File: config.mk
export PLATFORM = sky130hd
export DESIGN_NAME = checking_pass_flat
export DESIGN_NICKNAME = d
export VERILOG_FILES = /design/src/rtl/lock_pkg.sv /design/src/rtl/checking_pass_if.sv /design/src/rtl/checking_pass.sv /design/src/flat_wrapper.sv
export SDC_FILE = /design/constraint.sdc
export NUM_CORES = 1
export LEC_CHECK = 0
export ABC_AREA = 0
export CAP_MARGIN = 30
export CELL_PAD_IN_SITES_DETAIL_PLACEMENT = 0
export CELL_PAD_IN_SITES_GLOBAL_PLACEMENT = 2
export CORE_ASPECT_RATIO = 2
export CORE_MARGIN = 2
export CORE_UTILIZATION = 14
export DETAILED_ROUTE_END_ITERATION = 16
export GPL_ROUTABILITY_DRIVEN = 0
export PLACE_DENSITY = 0.75
export SYNTH_ARGS = -nofsm -noshare
export SYNTH_HDL_FRONTEND = slang
export SYNTH_SLANG_ARGS = --single-unit
export TNS_END_PERCENT = 30
File: constraint.sdc
create_clock -name clk -period 1.1 [get_ports clk]
set_clock_uncertainty 0.05 [all_clocks]
set_input_delay 0.165 -clock clk [delete_from_list [all_inputs] [get_ports clk]]
set_output_delay 0.165 -clock clk [all_outputs]
set_load 0.03 [all_outputs]
File: src/rtl/lock_pkg.sv
// lock_pkg: shared state encoding and default sizing for the keypad lock.
package lock_pkg;
  typedef enum logic [1:0] {IDLE, UNLOCKED, LOCKOUT} state_t;
  localparam int PW_WIDTH = 16;
  localparam int MAX_FAIL_DEFAULT = 3;
endpackage

File: src/rtl/checking_pass_if.sv
// checking_pass_if: code entry, compare request and lock/reset outputs.
interface checking_pass_if import lock_pkg::*; #(parameter int WIDTH = PW_WIDTH);
  logic [WIDTH-1:0] pw_16bit;
  logic [WIDTH-1:0] password;
  logic enb_cmp;
  logic enb_lock;
  logic gen_rst;
  modport master (output pw_16bit, password, enb_cmp, input enb_lock, gen_rst);
  modport slave (input pw_16bit, password, enb_cmp, output enb_lock, gen_rst);
endinterface

File: src/rtl/checking_pass.sv
// checking_pass: password compare, consecutive-failure counter and lockout FSM.
module checking_pass import lock_pkg::*; #(
  parameter int WIDTH = PW_WIDTH,
  parameter int MAX_FAIL = MAX_FAIL_DEFAULT
) (
  input logic clk,
  input logic reset,
  checking_pass_if.slave bus
);
  localparam int CW = $clog2(MAX_FAIL + 1);
  state_t state, state_nxt;
  logic [CW-1:0] fail_cnt, fail_nxt;
  logic [WIDTH-1:0] code, ref_code;
  logic enb_cmp_q, cmp_evt, match;
  assign code = bus.pw_16bit;
  assign ref_code = bus.password;
  assign cmp_evt = bus.enb_cmp & ~enb_cmp_q;
  assign match = code == ref_code;
  always_ff @(posedge clk) begin
    if (!reset) begin
      state <= IDLE;
      fail_cnt <= '0;
      enb_cmp_q <= 1'b0;
    end else begin
      state <= state_nxt;
      fail_cnt <= fail_nxt;
      enb_cmp_q <= bus.enb_cmp;
    end
  end
  // lockout swallows every event; only reset leaves it
  always_comb begin
    state_nxt = state;
    fail_nxt = fail_cnt;
    if (cmp_evt && state != LOCKOUT) begin
      if (match) begin
        state_nxt = UNLOCKED;
        fail_nxt = '0;
      end else if (fail_cnt + CW'(1) == CW'(MAX_FAIL)) begin
        state_nxt = LOCKOUT;
        fail_nxt = CW'(MAX_FAIL);
      end else begin
        state_nxt = IDLE;
        fail_nxt = fail_cnt + CW'(1);
      end
    end
  end
  assign bus.enb_lock = state == UNLOCKED;
  assign bus.gen_rst = state == LOCKOUT;
endmodule

File: src/flat_wrapper.sv
// flat-port wrapper written by rule: the top's interface ports become plain ports
module checking_pass_flat import lock_pkg::*;
#(
  parameter int WIDTH = PW_WIDTH,
  parameter int MAX_FAIL = MAX_FAIL_DEFAULT
)
  (clk, reset, bus_pw_16bit, bus_password, bus_enb_cmp, bus_enb_lock, bus_gen_rst);
  checking_pass_if #(.WIDTH(WIDTH)) bus_i ();
  input logic clk;
  input logic reset;
  input wire logic [$bits(bus_i.pw_16bit)-1:0] bus_pw_16bit;
  input wire logic [$bits(bus_i.password)-1:0] bus_password;
  input wire logic [$bits(bus_i.enb_cmp)-1:0] bus_enb_cmp;
  output wire logic [$bits(bus_i.enb_lock)-1:0] bus_enb_lock;
  output wire logic [$bits(bus_i.gen_rst)-1:0] bus_gen_rst;
  assign bus_i.pw_16bit = bus_pw_16bit;
  assign bus_i.password = bus_password;
  assign bus_i.enb_cmp = bus_enb_cmp;
  assign bus_enb_lock = bus_i.enb_lock;
  assign bus_gen_rst = bus_i.gen_rst;
  checking_pass #(.WIDTH(WIDTH), .MAX_FAIL(MAX_FAIL)) u_core (.clk(clk), .reset(reset), .bus(bus_i));
endmodule
==> reports/results.ini <==
[critical_path]
reg2regPathDepth = 4
crit_path_top_delay_cell = dfxtp_2
path_buf_inv = 3
cp.arrival_ns = 0.97
end_kind = output port
crit_chain = nand2b_4 > buf_6 > inv_2 > buf_6
worst-setup-path-type = flip-flop to output port
timing.rr.start = u_core.state[0]
r2r-end = u_core.fail_cnt[1]
path_common_cell = buf_6
cp.required_ns = 0.88
cp.depth = 4
crit_start = u_core.state[0]
startpoint_type = flip-flop
worst-path-max-fanout = 4
cp_top_family = flip-flops
endpoint = bus_gen_rst
rrSetupSlack_ns = -0.05
critical-path-max-stage-delay_ns = 0.31

[floorplanning]
dieWidth_um = 44.77
start_util_pct = 14.74
ios = 37
fp.dieArea_um2 = 3830
die_h_um = 85.54
rows = 29
core_um2 = 3157

[timing]
worst_slack_ns = -0.08943
maxSlewViolCount = 0
min_period_ns = 1.189
totalNegativeSetupSlack_ns = -0.3450
slew_headroom_pct = 79.30
grt_setup_unrepaired = yes
fmax_ghz = 0.8407
timing.hold.ws_ns = 0.2702
tightest_slew_ns = 0.3082
hold_viol = 0
min_period_over_period_pct = 108.1
setup_viol = 6

[global_routing]
track_usage_pct = 7.595
grt_pass1_wl_mm = 2.152
first_global_vias = 561
grt_max_degree = 5
grt-ovfl-total = 0
antenna_found_initial = 0

[synthesis]
netlist_top_cells_area = xnor2_1 (26%), dfxtp_1 (22%), nor4_4 (4.6%)
ys_ff_latch = 5
netlist_area_um2 = 465.4
syn_nets = 86
synth_cells = 50
synth_top_area_share_pct = 26.34
synth_area_per_cell_um2 = 9.309
seq_area_frac_synth_pct = 21.51
synth_cell_type_count = 25
yosysTopAreaCell = xnor2_1
synth-warning-count = 0

[clock_tree]
insertion_delay_ns = 0.22
cts_tree = built
cts_sinks = 5
clk_pin_slew_ns = 0.03
cts-root-buf = clkbuf_8
cts_inserted_buffers = 3
h-tree-depth = 1
clock_path_buffers = 2

[pwr]
p_leak_nw = 0.5137
p_per_area_nw_per_um2 = 804.3
irDropWorstVdd_uv = 472.5

[status]
status = finished, violations left
violations = negative setup slack

[route]
totalWireLength_mm = 1.249
viasPerCell = 4.069
drc_errors = 0
ant_nets = 0
first_iter_violations = 1
vias = 529
firstDrtPassIters = 2
wl_per_cell_um = 9.608

[layout]
fin_util_pct = 32.42
layout-drive-gt1-share_pct = 30.30
area_growth_pct = 119.9
fin_nets = 136
n_antenna_cell = 0

[hold_path]
hold_class = input pin to flip-flop

[placed_design]
dp_hpwl_mm = 1.063
numPortBuffers = 36

[run]
drv_cap = 0

-- through the flow --
step           instance area, µm²  setup WS (ns)  cells  power, mW
2_1_floorplan               465.4       0.003261     50     0.3210
3_3_place_gp                900.9        -0.3843    123     0.4851
3_5_place_dp                900.9        -0.4036    123     0.4875
4_1_cts                     982.2        -0.1028    130     0.8338
5_1_grt                      1023        -0.1177    130     0.8728
6_report                     1023       -0.08943    130     0.8232
-- synthesized netlist by cell type --
library cell	n
xnor2_1	14
dfxtp_1	5
inv_1	3
nand2_1	3
a21oi_1	2
nand3_1	2
nand4_1	2
xor2_1	2
a211oi_1	1
a21o_2	1
a21oi_2	1
a22oi_1	1
a311o_1	1
a31o_1	1
and2_2	1
buf_6	1
ha_1	1
nand2b_4	1
nand3_2	1
nand4b_1	1
nor2_1	1
nor2b_1	1
nor2b_4	1
nor3_2	1
nor4_4	1
-- sequential cells by signal, indices dropped and copies added (netlist names) --
name and flops:
u_core.enb_cmp_q 1, u_core.fail_cnt 2, u_core.state 2
-- metal layers --
metal	up-vias	global-route usage, %	share of wire, %
li1	269	-	-
met1	222	6.572	29
met2	33	13.97	59
met3	5	2.316	9.3
met4	0	4.813	3.1
met5	-	0	0
-- cell families (layout without fill, tap and decap cells) --
logic type / count (synthesis) / in the layout / synth area share [%]
AND/OR/NAND/NOR: 16 / 16 / 27.69
flip-flops: 5 / 5 / 21.51
AO/OA/AOI/OAI: 8 / 8 / 13.17
adder cells (fa/ha/maj): 1 / 1 / 2.688
XOR/XNOR: 16 / 16 / 30.11
buffers and inverters: 4 / 53 / 4.838
-- power by group --
group / switching (mW) / internal [mW]
clock: 0.0922 / 0.249
sequential: 0.00812 / 0.194
combinational: 0.0985 / 0.182
total: 0.199 / 0.624
-- worst min path at each step --
stage / slack [ns] / cells past startpoint / endpoint / startpoint
after floorplan: 0.24 / 2 / u_core.fail_cnt[0] / reset
after global placement: 0.56 / 3 / u_core.fail_cnt[1] / u_core.fail_cnt[1]
after detailed placement: 0.56 / 3 / u_core.fail_cnt[1] / u_core.fail_cnt[1]
after CTS: 0.29 / 2 / u_core.enb_cmp_q / bus_enb_cmp
after global routing: 0.29 / 2 / u_core.enb_cmp_q / bus_enb_cmp
final: 0.27 / 2 / u_core.enb_cmp_q / bus_enb_cmp
-- what timing repair did --
| item | 4_1_cts | 5_1_grt |
|---|---|---|
| cloned | 0 | 0 |
| pin swaps | 13 | 13 |
| resized for setup | 22 | 14 |
| buffers inserted | 3 | 0 |
| hold buffers | 0 | 0 |
| endpoints found under the setup margin | 6 | 6 |
-- area by class of cell --
| class | instances | area (µm²) |
|---|---|---|
| clock buffer | 4 | 45.04 |
| fill | 337 | 2133 |
| sequential | 5 | 102.6 |
| inverter | 3 | 11.26 |
| multi-input combinational | 41 | 374.1 |
| tap | 31 | 38.79 |
| timing repair buffer | 46 | 451.7 |
-- worst register-to-register path, cell delays in order, from the launching register on --
cell	delay, ns
dfxtp_2	0.31
nand2b_4	0.16
buf_4	0.14
a311o_1	0.31
a21oi_1	0.11
-- cell usage in the layout, fill, tap and decap left out, types with 2 or more instances in the layout --
| master | n |
|---|---|
| dlygate4sd2_1 | 14 |
| xnor2_1 | 13 |
| dlymetal6s2s_1 | 11 |
| clkdlybuf4s50_1 | 9 |
| buf_4 | 9 |
| nand2_1 | 3 |
| clkbuf_8 | 3 |
| buf_6 | 3 |
| dfxtp_1 | 3 |
| nand3_1 | 2 |
| nand4_1 | 2 |
| inv_1 | 2 |
| a21oi_1 | 2 |
| dfxtp_2 | 2 |
Power figures use the tool's default switching activity.
==> variant (config.mk and constraints unchanged) <==
Encoding of `state_t`: now one-hot (3 bits for 3 states).
--- a/src/rtl/lock_pkg.sv
+++ b/src/rtl/lock_pkg.sv
@@ -1,6 +1,6 @@
 // lock_pkg: shared state encoding and default sizing for the keypad lock.
 package lock_pkg;
-  typedef enum logic [1:0] {IDLE, UNLOCKED, LOCKOUT} state_t;
+  typedef enum logic [2:0] {IDLE = 3'b001, UNLOCKED = 3'b010, LOCKOUT = 3'b100} state_t;
   localparam int PW_WIDTH = 16;
   localparam int MAX_FAIL_DEFAULT = 3;
 endpackage
Formal check against the unedited RTL: no difference found for any inputs over 10 cycles, from zero or initial values and one cycle with reset low; not proved beyond that.
==> variant against the original RTL <==
The flow still finishes with violations (setup timing); synthesized cell count down 2.0%; total power is 0.71% lower; final area down 7.1%; hold slack got worse by 0.023 ns; sequential cell count is 1 higher; worst setup slack worse by 0.055 ns; routed wire length up 8.0%; register-to-register slack got worse by 0.05 ns; area after synthesis down 3.2%; critical path type unchanged; critical endpoint unchanged; highest routed layer unchanged.
==> variant: results (changes against the original RTL) <==
| Metric | Value |
|---|---|
| Worst slack, placed | -0.602 ns (-0.199 ns) |
| Cell variety after synth | 21 (-16%) |
| First-pass GRT wire length | 2380 µm (+11%) |
| Post-DR vias/cell | 4.24 (+4.3%) |
| M2 GR Usage | 0.168 (+0.0288) |
| Synth Area in Compound Gates | 0.111 (-0.0206) |
| Seq/Total Area, Yosys | 0.267 (+0.0516) |
| Worst vdd ir | 346 µV (-27%) |
| Initial drt markers | 4 (+3) |
| M1 wire length | 397 µm (+11%) |
| R2r setup slk | -0.10 ns (-0.05 ns) |
| DP Area | 912 µm² (+1.3%) |
| Metal2 WL | 784 µm (+6.7%) |
| Drt wl/cell | 10.6 µm (+11%) |
| Vias in the first global route | 622 (+11%) |
| Post-Synth Adder-Cell Area | 0.0278 (+0.000896) |
| RR Endpoint | u_core.state[1]$_SDFFE_PN0P_ |
| Syn nets | 85 (-1.2%) |
| DR WL met3 | 134 µm (+16%) |
| Final setup violation count | 6 (unchanged) |
| Setup ws final | -0.144 ns (-0.0549 ns) |
| Pleak | 0.404 nW (-21%) |
| Pwr Density | 859 nW/µm² (+6.9%) |
| Setup_tns | -0.499 ns (-0.154 ns) |
| Share of layout cells above drive strength 1 | 0.365 (+0.0616) |
| Final HPWL DP | 1220 µm (+15%) |
| Layout Nets | 134 (-1.5%) |
| Cells taking the most area after synthesis | xnor2_1 (31%), dfxtp_1 (27%), nand4_1 (5.6%), nor4_4 (4.7%), o211ai_1 (3.3%) |
| Clock Power | 0.000332 W (-3%) |
| Final WL | 1350 µm (+8.0%) |
| Post-Synth XOR/XNOR Area | 0.311 (+0.0100) |
| R2R Path Start | u_core.state[0]$_SDFFE_PN1P_ |
| Rel. slew slack | 0.781 (-0.0123) |
| Status | finished with violations |
| Failing checks | setup timing |
| Gr usage total | 0.0873 (+0.0114) |
| Grt met1 use | 0.0694 (+0.00365) |
| Critical Path AT | 1.03 ns (+0.06 ns) |
variant: changes by cell type after synthesis, moves of 2 or more:
cell / delta
inv_1: -2
o211ai_1: +2
o22ai_1: +2
xor2_1: -2
nand2b_1: +2
nand3_1: -2
nand4_1: +2
xnor2_1: +2
variant: layout make-up:
class                   count  area [µm²]
fillers                   355        2170
repair buffers             45         392
multi-input cells          41         352
flip-flops and latches      6         124
clock buffers               3        41.3
well taps                  31        38.8
inverters                   1        3.75
variant: how the worst min path moves through the flow:
| stage | start | endpoint | slack [ns] | cells past startpoint |
|---|---|---|---|---|
| 2_1_floorplan | bus_enb_cmp | u_core.enb_cmp_q$_SDFF_PN0_ | 0.24 | 1 |
| 3_3_place_gp | u_core.fail_cnt[0]$_SDFFE_PN0P_ | u_core.fail_cnt[0]$_SDFFE_PN0P_ | 0.41 | 2 |
| 3_5_place_dp | u_core.fail_cnt[0]$_SDFFE_PN0P_ | u_core.fail_cnt[0]$_SDFFE_PN0P_ | 0.42 | 2 |
| 4_1_cts | bus_enb_cmp | u_core.enb_cmp_q$_SDFF_PN0_ | 0.25 | 2 |
| 5_1_grt | bus_enb_cmp | u_core.enb_cmp_q$_SDFF_PN0_ | 0.27 | 2 |
| 6_report | bus_enb_cmp | u_core.enb_cmp_q$_SDFF_PN0_ | 0.25 | 2 |
variant: cells by family (layout without fill, tap and decap cells):
kind of cell,Yosys count,after routing
buffers and inverters,2,49
adders and majority gates,1,1
xor gates and xnor gates,16,16
and+or+nand+nor,17,17
AOI/OAI and AO/OA,7,7
DFF,6,6
variant: repair_timing:
item | 4_1_cts | 5_1_grt
setup buffers | 1 | 0
resized for setup | 86 | 3
pin swaps | 27 | 3
endpoints found under the setup margin | 7 | 7
